[config.mk]
export PLATFORM = sky130hd
export DESIGN_NAME = conv_frame_loader
export DESIGN_NICKNAME = d
export VERILOG_FILES = /design/src/rtl/conv_frame_loader_pkg.sv /design/src/rtl/cplx_pack_reg.sv /design/src/rtl/conv_frame_loader.sv
export SDC_FILE = /design/constraint.sdc
export NUM_CORES = 1
export LEC_CHECK = 0
export CORE_AREA = 3 3 118 120
export CTS_BUF_LIST = sky130_fd_sc_hd__clkbuf_8 sky130_fd_sc_hd__clkbuf_16
export DETAILED_ROUTE_END_ITERATION = 6
export DIE_AREA = 0 0 121 123
export PLACE_DENSITY_LB_ADDON = 0.05
export SLEW_MARGIN = 20
export SYNTH_ARGS = -nofsm -noshare
export SYNTH_HDL_FRONTEND = slang
export SYNTH_SLANG_ARGS = --single-unit
[constraint.sdc]
create_clock -name clk -period 4.3 [get_ports clk]
set_input_delay 1.29 -clock clk [delete_from_list [all_inputs] [get_ports clk]]
set_output_delay 1.29 -clock clk [all_outputs]
set_load 0.02 [all_outputs]
[src/rtl/conv_frame_loader_pkg.sv]
// Shared definitions for the convolution frame loader and the conv_complex benches:
// loader state encoding, kernel tap count and the Q-format word-width helper.
package conv_frame_loader_pkg;

  typedef enum logic [1:0] {
    LOAD_K    = 2'd0,
    LOAD_S    = 2'd1,
    RUN       = 2'd2,
    WAIT_DONE = 2'd3
  } state_t;

  localparam int NUM_TAPS = 3;

  function automatic int calc_w(input int qi, input int qf);
    return qi + qf;
  endfunction

endpackage

[src/rtl/cplx_pack_reg.sv]
// Indexed bank of N complex words, each stored as {re, im}, packed into one flat bus.
// MSB_FIRST places word 0 in the top slot; otherwise word 0 sits in the LSBs.
module cplx_pack_reg #(
  parameter int W         = 8,
  parameter int N         = 3,
  parameter bit MSB_FIRST = 1'b0,
  parameter int IW        = (N > 1) ? $clog2(N) : 1
) (
  input  logic              clk,
  input  logic              rst,
  input  logic              wr_en,
  input  logic [IW-1:0]     wr_idx,
  input  logic [W-1:0]      re,
  input  logic [W-1:0]      im,
  output logic [2*W*N-1:0]  data
);

  logic [N-1:0][2*W-1:0] mem;
  logic [IW-1:0]         slot;

  always_comb begin
    slot = MSB_FIRST ? (IW'(N - 1) - wr_idx) : wr_idx;
  end

  // Only the addressed word changes, and only on its own write.
  always_ff @(posedge clk) begin
    if (!rst) begin
      mem <= '0;
    end else if (wr_en) begin
      mem[slot] <= {re, im};
    end
  end

  assign data = mem;

endmodule

[src/rtl/conv_frame_loader.sv]
// Streams a 3-tap complex kernel and a NUM_ELEMS-sample complex signal into packed
// registers, then runs one conv_complex pass and reports completion and overflow.
module conv_frame_loader
  import conv_frame_loader_pkg::*;
#(
  parameter int  QI        = 4,
  parameter int  QF        = 4,
  parameter int  NUM_ELEMS = 3,
  localparam int W         = calc_w(QI, QF)
) (
  input  logic                      clk,
  input  logic                      rst,
  input  logic                      s_valid,
  output logic                      s_ready,
  input  logic [W-1:0]              s_re,
  input  logic [W-1:0]              s_im,
  input  logic                      keep_kernel,
  output logic [6*W-1:0]            kernel,
  output logic [2*W*NUM_ELEMS-1:0]  signal,
  output logic                      conv_en,
  input  logic                      conv_done,
  input  logic                      conv_overflow,
  output logic                      frame_done,
  output logic                      frame_overflow
);

  localparam int TW = $clog2(NUM_TAPS);
  localparam int EW = (NUM_ELEMS > 1) ? $clog2(NUM_ELEMS) : 1;

  state_t        state, next_state;
  logic [TW-1:0] tap_cnt, tap_cnt_next;
  logic [EW-1:0] elem_cnt, elem_cnt_next;
  logic          k_loaded, k_loaded_next;
  logic          xfer, last_tap, last_elem;

  // s_ready depends on state only, so there is no path from s_valid.
  assign s_ready   = (state == LOAD_K) || (state == LOAD_S);
  assign xfer      = s_valid && s_ready;
  assign last_tap  = (tap_cnt == TW'(NUM_TAPS - 1));
  assign last_elem = (elem_cnt == EW'(NUM_ELEMS - 1));

  always_ff @(posedge clk) begin
    if (!rst) begin
      state          <= LOAD_K;
      tap_cnt        <= '0;
      elem_cnt       <= '0;
      k_loaded       <= 1'b0;
      conv_en        <= 1'b0;
      frame_done     <= 1'b0;
      frame_overflow <= 1'b0;
    end else begin
      state      <= next_state;
      tap_cnt    <= tap_cnt_next;
      elem_cnt   <= elem_cnt_next;
      k_loaded   <= k_loaded_next;
      conv_en    <= (next_state == RUN) || (next_state == WAIT_DONE);
      frame_done <= (state == WAIT_DONE) && conv_done;
      if ((state == WAIT_DONE) && conv_done) begin
        frame_overflow <= conv_overflow;
      end
    end
  end

  // Counters hold only while staying in their own load state, so every entry starts at 0.
  always_comb begin
    next_state    = state;
    tap_cnt_next  = '0;
    elem_cnt_next = '0;
    k_loaded_next = k_loaded;
    case (state)
      LOAD_K: begin
        tap_cnt_next = tap_cnt;
        if (xfer) begin
          if (last_tap) begin
            next_state    = LOAD_S;
            tap_cnt_next  = '0;
            k_loaded_next = 1'b1;
          end else begin
            tap_cnt_next = tap_cnt + TW'(1);
          end
        end
      end
      LOAD_S: begin
        elem_cnt_next = elem_cnt;
        if (xfer) begin
          if (last_elem) begin
            next_state    = RUN;
            elem_cnt_next = '0;
          end else begin
            elem_cnt_next = elem_cnt + EW'(1);
          end
        end
      end
      RUN: begin
        next_state = WAIT_DONE;
      end
      WAIT_DONE: begin
        if (conv_done) begin
          if (keep_kernel && k_loaded) begin
            next_state = LOAD_S;
          end else begin
            next_state    = LOAD_K;
            k_loaded_next = 1'b0;
          end
        end
      end
      default: begin
        next_state = LOAD_K;
      end
    endcase
  end

  cplx_pack_reg #(
    .W         (W),
    .N         (NUM_TAPS),
    .MSB_FIRST (1'b1),
    .IW        (TW)
  ) u_kernel_bank (
    .clk    (clk),
    .rst    (rst),
    .wr_en  (xfer && (state == LOAD_K)),
    .wr_idx (tap_cnt),
    .re     (s_re),
    .im     (s_im),
    .data   (kernel)
  );

  cplx_pack_reg #(
    .W         (W),
    .N         (NUM_ELEMS),
    .MSB_FIRST (1'b0),
    .IW        (EW)
  ) u_signal_bank (
    .clk    (clk),
    .rst    (rst),
    .wr_en  (xfer && (state == LOAD_S)),
    .wr_idx (elem_cnt),
    .re     (s_re),
    .im     (s_im),
    .data   (signal)
  );

endmodule

==> Word level (Yosys, flattened, before mapping) <==
Index checks and enable logic that the tools add are counted.
{ "classes": {"reduce_logical": 14, "order_cmp": 4, "n_addsub": 3, "n_mux": 20, "n_eq_ne": 11} }
{ "ops": {"columns": ["operator", "count"], "rows": [
  ["48-bit bitwise mux", 2],
  ["16-bit demux with 2-bit select", 2],
  ["16-bit two-way mux", 2],
  ["2-bit two-way mux", 7],
  ["2-bit == test, second input constant", 6],
  ["2-bit != test, second input constant", 4],
  ["2-bit case mux with 4 select lines", 1],
  ["1-bit logical AND", 7],
  ["2-bit by 3-bit less-than comparator with 1-bit output, second input constant", 2],
  ["1-bit two-way mux", 5],
  ["5-bit AND reduction", 1],
  ["2-bit by 1-bit adder with 2-bit output, second input constant", 2],
  ["2-bit by 1-bit >= comparator with 1-bit output, second input constant", 2],
  ["2-bit AND reduction", 2],
  ["2-bit by 1-bit == test with 1-bit output, second input constant", 1],
  ["2-bit zero test", 1],
  ["1-bit logical OR", 2],
  ["1-bit case mux with 2 select lines", 1],
  ["2-bit nonzero test", 1],
  ["2-bit subtractor, first input constant", 1]
]} }
{ "totals": {"regBits": 106, "out_inout_bits": 100, "in_bits": 22} }

==> Depth between registers and ports, before layout <==
Gate-level depths: netlist of the first run.
{ "depth": {"ltp_word": 7, "depth_mapped": 6, "depth_no_buf": 3} }

==> Modules after synthesis <==
Synthesis of the first run repeated with hierarchy kept, for this count alone.
{ "hier_totals": {"hier_cells": 398, "hier_area_um2": 4033.9} }
{ "modules_own_cells": {"columns": ["module", "cells_per_inst", "seq_area_each_um2", "area_per_inst_um2", "instances"], "rows": [
  ["cplx_pack_reg at u_signal_bank", 176, 960.9, 1833.0, 1],
  ["cplx_pack_reg at u_kernel_bank", 176, 960.9, 1791.7, 1],
  ["conv_frame_loader", 46, 200.2, 409.1, 1]
]} }

==> Worst setup path before layout of the first run <==
No wires, ideal clock.
{ "synth_path": {"kind": "input -> register", "start": "input port s_valid", "end": "register state[0]", "t_arrival_ps": 2379, "path_slack_ps": 1804, "stages": 6, "path_buffers": 3, "setup_ps": 117, "path_cell_list": "buf_2 nand3b_1 or3b_1 buf_4 buf_6 o2bb2ai_1"} }
{ "synth_between": {"elab_chain_len": 3} }
{ "synth_rtl": {"columns": ["element", "line_no", "source"], "rows": [
  ["start, declared", "conv_frame_loader.sv:13", "input logic s_valid,"],
  ["1-bit logical AND *", "conv_frame_loader.sv:38", "assign xfer = s_valid && s_ready;"],
  ["2-bit two-way mux (on tied branches)", "conv_frame_loader.sv:85, conv_frame_loader.sv:73", null],
  ["2-bit case mux with 4 select lines *", "conv_frame_loader.sv:70", "case (state)"],
  ["end signal, assigned", "conv_frame_loader.sv:52", "state <= next_state;"],
  ["end, declared", "conv_frame_loader.sv:30", "state_t state, next_state;"]
]} }
Mark *: on every way between the ends. The rest lies on a longest branch, timed or not.
A chain may end at the register's enable or synchronous reset.

==> Worst setup path in the final report of the first run <==
{ "layout_path": {"start": "input port s_valid", "end": "register u_signal_bank.mem (netlist bit u_signal_bank.data[43])"} }
{ "layout_between": {"elab_chain_len": 2} }
{ "layout_rtl": {"columns": ["element", "line_no", "source"], "rows": [
  ["1-bit logical AND", "conv_frame_loader.sv:38", null],
  ["1-bit logical AND", "conv_frame_loader.sv:136", ".wr_en (xfer && (state == LOAD_S)),"],
  ["end signal, assigned by index", "cplx_pack_reg.sv:30", "mem[slot] <= {re, im};"],
  ["end, declared", "cplx_pack_reg.sv:18", "logic [N-1:0][2*W-1:0] mem;"]
]} }
No other way between the ends.

==> results of run 1 <==
-- layer usage --
metal  vias up  global-route usage
met5         -                   0
li1       1490                   -
met4         0              0.0637
met3        12              0.0489
met2        87               0.215
met1      1388               0.189
-- through the flow --
stage,util,cells,total power [mW]
after floorplan,-,378,1.15
after global placement,0.401,660,1.25
after detailed placement,0.401,660,1.25
after CTS,0.420,675,1.99
after global routing,0.420,675,2.05
final,0.420,675,1.96
-- final cells by class --
| cell class | count | area share |
|---|---|---|
| sequential | 106 | 0.386 |
| multi-input combinational | 247 | 0.294 |
| timing repair buffer | 128 | 0.232 |
| clock buffer | 9 | 0.0410 |
| tap | 176 | 0.0400 |
| clock inverter | 6 | 0.00523 |
| inverter | 3 | 0.00205 |
-- registers in the layout (all words and copies together) (netlist names) --
signal              flops
u_kernel_bank.data     48
frame_done              1
k_loaded                1
state                   2
conv_en                 1
elem_cnt                2
tap_cnt                 2
u_signal_bank.data     48
frame_overflow          1
-- cells in the final DEF, fill, tap and decap left out, types with 2 or more instances in the layout --
cell type	Yosys	final
clkinv_2	0	2
nor2_1	6	6
nand3b_1	2	2
nand3_1	2	2
dfxtp_1	106	106
buf_4	1	7
clkbuf_16	0	9
a21oi_1	6	6
nor2b_1	2	2
mux2i_1	99	99
nand2_1	120	120
inv_1	3	6
or3b_1	2	2
clkdlybuf4s50_1	0	120
-- worst max-delay path: cells and delay by family --
kind,cells,cell delay [ns]
and+or+nand+nor,2,1.08
buffers and inverters,1,0.65
muxes,1,0.25
-- worst paths after layout --
| path | startpoint | to | slack [ns] | cells after the start |
|---|---|---|---|---|
| worst max register to register | state[1] | u_signal_bank.data[43] | 2.36 | 3 |
| worst min register to register | u_signal_bank.data[10] | u_signal_bank.data[10] | 0.46 | 2 |
| worst min-delay path | u_signal_bank.data[10] | u_signal_bank.data[10] | 0.46 | 2 |
| worst max-delay path | s_valid | u_signal_bank.data[43] | 1.21 | 4 |
-- Yosys cell counts, types with 2 or more instances --
cell type / number / area (um^2)
buf_2: 5 / 25.0
nand3_1: 2 / 10.0
clkbuf_1: 12 / 45.0
inv_1: 3 / 11.3
nor2b_1: 2 / 12.5
buf_6: 3 / 33.8
nor2_1: 6 / 22.5
mux2i_1: 99 / 991
dfxtp_1: 106 / 2120
a21oi_1: 6 / 30.0
nand2_1: 120 / 450
nand3b_1: 2 / 15.0
or3b_1: 2 / 17.5
-- power by group through the flow --
stage	clock, mW	combinational [mW]	sequential, mW
floorplan	0	0.0785	1.07
global placement	0	0.205	1.04
detailed placement	0	0.206	1.04
CTS	0.764	0.206	1.02
global route	0.804	0.217	1.02
finish	0.736	0.202	1.02
-- cells by family after synthesis --
logic type | count (synthesis)
compound gates | 9
buf+inv | 25
flops | 106
mux | 99
simple gates | 139
==> key figures, run 1 <==
Status
  – Status: finished, final reports clean

Placed design
  – Port Buffers: 121
  – Placer congestion estimate: 0.699
  – Placed Area: 0.00525 mm^2
  – Final HPWL DP: a little over 7000 um
  – Worst Setup Slack post-DPL: 0.850 ns

Logic synthesis
  – Synth warnings: 0
  – Asr flop ratio synth: 0
  – Syn Inst Count: 378
  – Area of the mapped netlist: roughly 0.0039 mm^2
  – Adder-Cell Fraction of Synth Area: 0
  – Number of synthesized register bits: between 100 and 150
  – Sequential area share after synthesis: 0.550
  – Synthesized net count: 400
  – Post-synth EDFFs: 0
  – Syn_area_per_cell: 10.2 um^2
  – Unique masters post-synth: 23
  – Largest family of logic cells by synthesized area: multiplexers
  – Post-Synth Simple-Gate Area: 0.148
  – Compound-cell area share of the yosys netlist: 0.0130
  – Post-synthesis mux area share: 0.257
  – Post-Synth XOR/XNOR Area: 0
  – Synth Flop Type: dfxtp_1

Power
  – Reg power frac: 0.521
  – Net Sw Power: 480 uW
  – VDD IR max: around 0.13 mV
  – Clk pwr share: 0.376
  – Logic gate share of total power: 0.103
  – Switching share of power: 0.245
  – PD cells: 356 mW/mm^2
  – Leakage Power: 2.42 nW
  – Cell Int Power: 1.48 mW

CTS
  – Post-CTS sizing: 0
  – Hold-fix buffers, CTS: 0
  – Root buffer cell: clkbuf_16
  – Clock transition at path regs: 0.07 ns
  – H-tree depth: 3
  – Worst skew pair latency: about 0.34 ns
  – Clk buf depth: 2
  – CTS buffer count: 9
  – Clk sinks: 106
  – Total setup buffers inserted after CTS: 0
  – CTS tree: done

Layout
  – Inserted Diodes: 0
  – P&R area growth vs syn: 42.5%
  – Register area: ~0.0021 mm^2
  – FILL cells: 1271
  – Share of layout cells above drive strength 1: 0.0441
  – Multi-input gate area: 0.00162 mm^2
  – Layout Nets: 517
  – Final Cell Area: approximately 0.0055 mm^2

Setup path
  – Crit-path slowest cell: or3b_1
  – Critical Path Max Stage Delay: 0.87 ns
  – WP data required: 4.49 ns
  – CP Cell Sequence: clkdlybuf4s50_1 > nand3b_1 > or3b_1 > mux2i_1
  – Crit Path Class: in -> reg
  – CP Capture Type: flop
  – Worst setup SP type: primary input
  – WP data arrival: 3.28 ns
  – CP max FO: 19

Detailed routing
  – Metal3 WL: 794 um
  – Number of DRC markers in iteration 0: between 90 and 100
  – 1st-pass router iterations: 6
  – Met1 wire length: about 5000 um
  – Routed wire length on met2: 4660 um
  – Number of remaining DRC errors: 0
  – Final ANT Viol Nets: 0
  – Vias post-DR: 2977
  – Vias per cell: 4.41
  – Drt wl/cell: 15.7 um
  – Top Layer Used: met4
  – Routed Wire Length: 10600 um

Timing
  – Skew final: 0.00598 ns
  – Final TNS setup: 0 ns
  – RSZ-0062 raised after global routing: no
  – Final hold vios: 0
  – Crit path time final: 3.09 ns
  – Final WS setup: around 1.2 ns
  – Max Slew Vio Count: 0
  – Tightest Pin Transition: 1.10 ns
  – Fmax achieved: 323 MHz
  – Endpoints failing setup: 0
  – Worst Hold Margin: 0.458 ns
  – Fin crit share: 0.719
  – Rel. slew slack: 0.269

Global routing
  – Antenna violations before repair: 0
  – Gr ovfl total: 0
  – First-pass GRT wire length: around 16000 um
  – Vias in the first global route: slightly below 3000
  – Pin count of the biggest net entering global routing: 44
  – Global Route Usage Sum: 0.144

Floorplanning
  – Die H: around 120 um
  – Rows: 42
  – Starting density of the core: 0.295
  – Core area: 0.0131 mm^2
  – Die area: 0.0149 mm^2
  – Die X: about 120 um
  – I/O pin count: between 100 and 150

Job
  – Max Cap Viol: 0

Min path
  – Worst Hold Class: reg -> reg
(Power assumes the default switching activity.)
==> inputs of run 2 (changes only) <==
- clock period: 4.3 -> 2.8 ns (I/O delays scaled with it)
==> run 2 against run 1 <==
Sequential share of layout area down 0.88 points; hold slack is essentially flat; critical endpoint is now s_ready; design area rose by 2.3%; register-to-register slack worse by 1.1 ns; critical path depth fell by 2; non-clock buffer count increased by 7.
==> key figures, run 2 (same netlist as run 1, synthesis figures left out) <==
Setup path
  – CP Capture Type: output pin (was flop)
  – CP Cell Sequence: inv_1 > clkdlybuf4s50_1 (was clkdlybuf4s50_1 > nand3b_1 > or3b_1 > mux2i_1)
  – WP data required: 1.96 ns (was 4.49 ns)
  – Worst R2R Path Depth: 4 (was 3)
  – Worst setup SP type: flop (was primary input)
  – R2r setup slk: 1.25 ns (was 2.36 ns)
  – Crit Path Class: reg -> out (was in -> reg)
  – R2r endpoint: u_signal_bank.data[34] (was u_signal_bank.data[43])
  – Critical Path Max Stage Delay: 0.55 ns (was 0.87 ns)
  – Setup crit start: state[1] (was s_valid)
  – CP max FO: 8 (was 19)
  – Worst Setup EP: s_ready (was u_signal_bank.data[43])
  – Crit-path slowest cell: clkdlybuf4s50_1 (was or3b_1)
  – WP data arrival: 1.47 ns (was 3.28 ns)
  – Reg-to-reg startpoint: state[0] (was state[1])

Layout
  – FILL cells: 1264 (was 1271)
  – Most frequent cells in the layout: nand2_1, clkdlybuf4s50_1, dfxtp_1 (unchanged)
  – P&R area growth vs syn: 45.8% (was 42.5%)
  – Layout Nets: 524 (was 517)
  – Non-Filler Instances: 683 (was 675)
  – Share of layout cells above drive strength 1: 0.0651 (was 0.0441)
  – Inserted Diodes: 0 (unchanged)

Timing
  – Worst Hold Margin: 0.458 ns (about the same)
  – Skew final: 0.0114 ns (was 0.00598 ns)
  – Final TNS setup: 0 ns (unchanged)
  – Fmax achieved: approximately 430 MHz
  – Final hold vios: 0 (unchanged)
  – Crit path time final: 2.31 ns
  – Rel. slew slack: 0.772 (was 0.269)
  – Endpoints failing setup: 0 (unchanged)
  – Max Slew Vio Count: 0 (unchanged)
  – Tightest Pin Transition: 0.342 ns (was 1.10 ns)
  – RSZ-0062 raised after global routing: no (unchanged)
  – Fin crit share: 0.824

Status
  – Status: finished, final reports clean (unchanged)

CTS
  – Clk buf depth: 2 (unchanged)
  – Worst skew pair latency: 0.35 ns (was 0.34 ns)
  – CTS tree: done (unchanged)
  – Total setup buffers inserted after CTS: 0 (unchanged)
  – Clock transition at path regs: 0.07 ns (about the same)
  – Hold-fix buffers, CTS: 0 (unchanged)
  – CTS buffer count: 9 (unchanged)
  – H-tree depth: 3 (unchanged)
  – Root buffer cell: clkbuf_16 (unchanged)
  – Post-CTS sizing: 0 (unchanged)
  – Clk sinks: 106 (unchanged)

Power
  – Leakage Power: 2.47 nW (was 2.42 nW)
  – Tot Pwr: 3.18 mW (was 1.96 mW)
  – VDD IR max: 0.266 mV (was 0.132 mV)
  – PD cells: 564 mW/mm^2 (was 356 mW/mm^2)

Global routing
  – Gr ovfl total: 0 (unchanged)
  – Met3 GRT Util: 0.0535 (was 0.0489)
  – Antenna violations before repair: 0 (unchanged)
  – GR Util met2: 0.213 (was 0.215)
  – First-pass GRT wire length: 16300 um (about the same)
  – Pin count of the biggest net entering global routing: 35 (was 44)
  – Routing usage on met1: 0.189 (about the same)
  – GRT Max-Usage Layer: met2 (unchanged)
  – Vias in the first global route: 3022 (was 2930)
  – Global Route Usage Sum: 0.144 (about the same)

Detailed routing
  – Vias post-DR: 2985 (was 2977)
  – Routed Wire Length: 10400 um (was 10600 um)
  – Drt wl/cell: 15.3 um (was 15.7 um)
  – 1st-pass router iterations: 4 (was 6)
  – Final ANT Viol Nets: 0 (unchanged)
  – Number of remaining DRC errors: 0 (unchanged)
  – Number of DRC markers in iteration 0: 79 (was 92)
  – Vias per cell: 4.37 (was 4.41)

Placed design
  – Post-Place Cells: 667 (was 660)
  – Final HPWL DP: 7320 um (was 7170 um)
  – Port Buffers: 121 (unchanged)
  – Placer congestion estimate: 0.703 (was 0.699)

Floorplanning
  – Core area: 0.0131 mm^2 (unchanged)
  – I/O pin count: 122 (unchanged)
  – Rows: 42 (unchanged)
  – Die H: 123 um (unchanged)
  – Starting density of the core: 0.295 (unchanged)
  – Die X: 121 um (unchanged)
  – Die area: 0.0149 mm^2 (unchanged)

Min path
  – Worst Hold Class: reg -> reg (unchanged)

Job
  – Max Cap Viol: 0 (unchanged)
run 2: power breakdown:
part / internal, mW / switching (mW)
Combinational: 0.146 / 0.170
Clock: 0.738 / 0.554
Sequential: 1.55 / 0.0217
Total: 2.43 / 0.745
run 2: worst min path at each step:
| stage | startpoint | endpoint | slack [ns] | depth (start not counted) |
|---|---|---|---|---|
| finish | u_kernel_bank.data[0] | u_kernel_bank.data[0] | 0.46 | 2 |
| detailed placement | u_signal_bank.data[3] | u_signal_bank.data[3] | 0.45 | 2 |
| global route | u_kernel_bank.data[19] | u_kernel_bank.data[19] | 0.48 | 2 |
| global placement | u_signal_bank.data[9] | u_signal_bank.data[9] | 0.44 | 2 |
| floorplan | k_loaded | k_loaded | 0.45 | 2 |
| CTS | u_signal_bank.data[0] | u_signal_bank.data[0] | 0.46 | 2 |
run 2: metrics by stage:
stage | utilization | cell area, um^2 | worst slack (ns)
2_1_floorplan | - | 3860 | 0.754
3_3_place_gp | 0.407 | 5320 | 0.394
3_5_place_dp | 0.407 | 5320 | 0.376
4_1_cts | 0.430 | 5630 | 0.474
5_1_grt | 0.430 | 5630 | 0.399
6_report | 0.430 | 5630 | 0.494
run 2: critical path: cells and delay by family (launching register included):
family	cells	cell delay (ns)
buffers and inverters	2	0.67
flip-flops	1	0.46
run 2: final cells by class:
type                       count  area, um^2  share of cell area
multi-input combinational    247        1620               0.287
tap                          176         220              0.0391
timing repair buffer         135        1350               0.240
clock buffer                  11         253              0.0449
inverter                       3        11.3             0.00200
sequential                   106        2120               0.377
clock inverter                 5        52.6             0.00934
run 2: per-layer routing:
layer / part of all wire / wire (um)
met1: 0.48 / 4970
met2: 0.43 / 4520
met3: 0.073 / 758
met4: 0.017 / 179
met5: 0 / 0
==> inputs of run 3 (changes only) <==
- clock period: 2.8 -> 2.1 ns (I/O delays scaled with it)
==> run 3 against run 2 <==
Sequential power rose by 33%; via count rose by 1.1%; non-clock buffer count rose by 7; clock-buffer cell count did not move; utilization rose by 0.60 points; cell count rose by 1.0%; combinational power rose by 40%; first-iteration DRC count rose by 59%; clock power rose by 33%; critical path depth did not move; critical endpoint unchanged.
==> key figures, run 3 (same netlist as run 1, synthesis figures left out) <==
Floorplanning
  – Rows: 42 (unchanged)
  – Starting density of the core: 0.295 (unchanged)
  – Die area: 0.0149 mm^2 (unchanged)
  – I/O pin count: 122 (unchanged)
  – Die H: 123 um (unchanged)
  – Die X: 121 um (unchanged)
  – Core area: 0.0131 mm^2 (unchanged)

Layout
  – Layout Nets: 531 (was 524)
  – Final Cell Area: 0.00571 mm^2 (was 0.00563 mm^2)
  – Most frequent cells in the layout: nand2_1, clkdlybuf4s50_1, dfxtp_1 (unchanged)
  – FILL cells: 1315 (was 1264)
  – Non-Filler Instances: 690 (was 683)
  – Final Util: 0.436 (was 0.430)
  – P&R area growth vs syn: 47.8% (was 45.8%)
  – Inserted Diodes: 0 (unchanged)
  – Share of layout cells above drive strength 1: 0.0798 (was 0.0651)

Global routing
  – Met3 GRT Util: 0.0732 (was 0.0535)
  – GRT Max-Usage Layer: met2 (unchanged)
  – Global Route Usage Sum: 0.148 (was 0.144)
  – Vias in the first global route: 3021 (was 3022)
  – Routing usage on met1: 0.185 (was 0.189)
  – GR Util met2: 0.226 (was 0.213)
  – Pin count of the biggest net entering global routing: 34 (was 35)
  – Gr ovfl total: 0 (unchanged)
  – Antenna violations before repair: 0 (unchanged)
  – First-pass GRT wire length: 16700 um (was 16300 um)

Placed design
  – Placer congestion estimate: 0.720 (was 0.703)
  – Post-Place Cells: 674 (was 667)
  – Placed Area: 0.00540 mm^2 (was 0.00532 mm^2)
  – Port Buffers: 121 (unchanged)
  – Final HPWL DP: 7690 um (was 7320 um)

Setup path
  – WP data arrival: 1.40 ns (was 1.47 ns)
  – WP data required: 1.47 ns (was 1.96 ns)
  – Crit Path Class: reg -> out (unchanged)
  – CP Cell Sequence: inv_1 > clkdlybuf4s50_1 (unchanged)
  – CP Capture Type: output pin (unchanged)
  – CP top delay family: buffers and inverters (unchanged)
  – Critical Path Max Stage Delay: 0.61 ns (was 0.55 ns)
  – Crit path buf inv count: 2 (unchanged)
  – CP max FO: 8 (unchanged)
  – Crit-path slowest cell: clkdlybuf4s50_1 (unchanged)
  – Worst setup SP type: flop (unchanged)

CTS
  – Hold-fix buffers, CTS: 0 (unchanged)
  – H-tree depth: 3 (unchanged)
  – Clk buf depth: 2 (unchanged)
  – Worst skew pair latency: 0.35 ns (about the same)
  – Clock transition at path regs: 0.07 ns (about the same)
  – CTS buffer count: 9 (unchanged)
  – CTS tree: done (unchanged)
  – Root buffer cell: clkbuf_16 (unchanged)
  – Clk sinks: 106 (unchanged)
  – Total setup buffers inserted after CTS: 0 (unchanged)

Detailed routing
  – Number of remaining DRC errors: 0 (unchanged)
  – Vias per cell: 4.37 (about the same)
  – Routed Wire Length: 10800 um (was 10400 um)
  – Drt wl/cell: 15.6 um (was 15.3 um)
  – Final ANT Viol Nets: 0 (unchanged)
  – 1st-pass router iterations: 4 (unchanged)
  – Number of DRC markers in iteration 0: 126 (was 79)
  – Vias post-DR: 3017 (was 2985)

Timing
  – Final hold vios: 0 (unchanged)
  – Crit path time final: 2.03 ns
  – Tightest Pin Transition: 0.293 ns (was 0.342 ns)
  – Fin crit share: 0.968
  – Max Slew Vio Count: 0 (unchanged)
  – RSZ-0062 raised after global routing: no (unchanged)
  – Rel. slew slack: 0.804 (was 0.772)
  – Skew final: 0.00621 ns (was 0.0114 ns)
  – Endpoints failing setup: 0 (unchanged)
  – Fmax achieved: 492 MHz
  – Worst Hold Margin: 0.458 ns (about the same)

Min path
  – Worst Hold Class: reg -> reg (unchanged)

Power
  – Tot Pwr: 4.26 mW (was 3.18 mW)
  – PD cells: 746 mW/mm^2 (was 564 mW/mm^2)
  – Leakage Power: 2.52 nW (was 2.47 nW)
  – VDD IR max: 0.436 mV (was 0.266 mV)

Job
  – Max Cap Viol: 0 (unchanged)

Status
  – Status: finished, final reports clean (unchanged)
## run 3: worst paths after layout
kind | startpoint | end | slack [ns] | cells past startpoint
worst min register to register | u_kernel_bank.data[1] | u_kernel_bank.data[1] | 0.46 | 2
worst max-delay path | state[1] | s_ready | 0.07 | 2
worst max register to register | state[0] | u_signal_bank.data[44] | 0.61 | 4
worst min-delay path | u_kernel_bank.data[1] | u_kernel_bank.data[1] | 0.46 | 2
## run 3: repair_timing
action / CTS / global route
setup endpoints to repair: 1 / 0
hold endpoints to repair: 0 / 0
gates resized for setup: 1 / 0
## run 3: power breakdown
group          internal, mW  switching [mW]
sequential             2.06          0.0292
clock                 0.983           0.738
combinational         0.209           0.233
## run 3: worst register-to-register path, cell delays in order, from the launching register on
cell and delay, ns:
dfxtp_1 0.45, nand3b_1 0.16, or3b_1 0.42, buf_4 0.21, mux2i_1 0.14
## run 3: per-stage QoR
step	setup WS, ns	TNS [ns]
finish	0.0676	0
global route	0.0187	0
CTS	0.0467	0
detailed placement	-0.0651	-1.18
global placement	-0.0357	-0.485
floorplan	0.264	0
## run 3: area by class of cell
class                           count  area [um^2]  share of cell area
Timing Repair Buffer              142         1430               0.250
Sequential cell                   106         2120               0.372
Multi-Input combinational cell    247         1620               0.283
Clock inverter                      5         52.6             0.00921
Tap cell                          176          220              0.0386
Inverter                            3         11.3             0.00197
Clock buffer                       11          253              0.0443
## run 3: layer usage
layer,wire length [um],part of all wire
met1,4950,0.46
met2,4790,0.45
met3,865,0.080
met4,141,0.013
met5,0,0
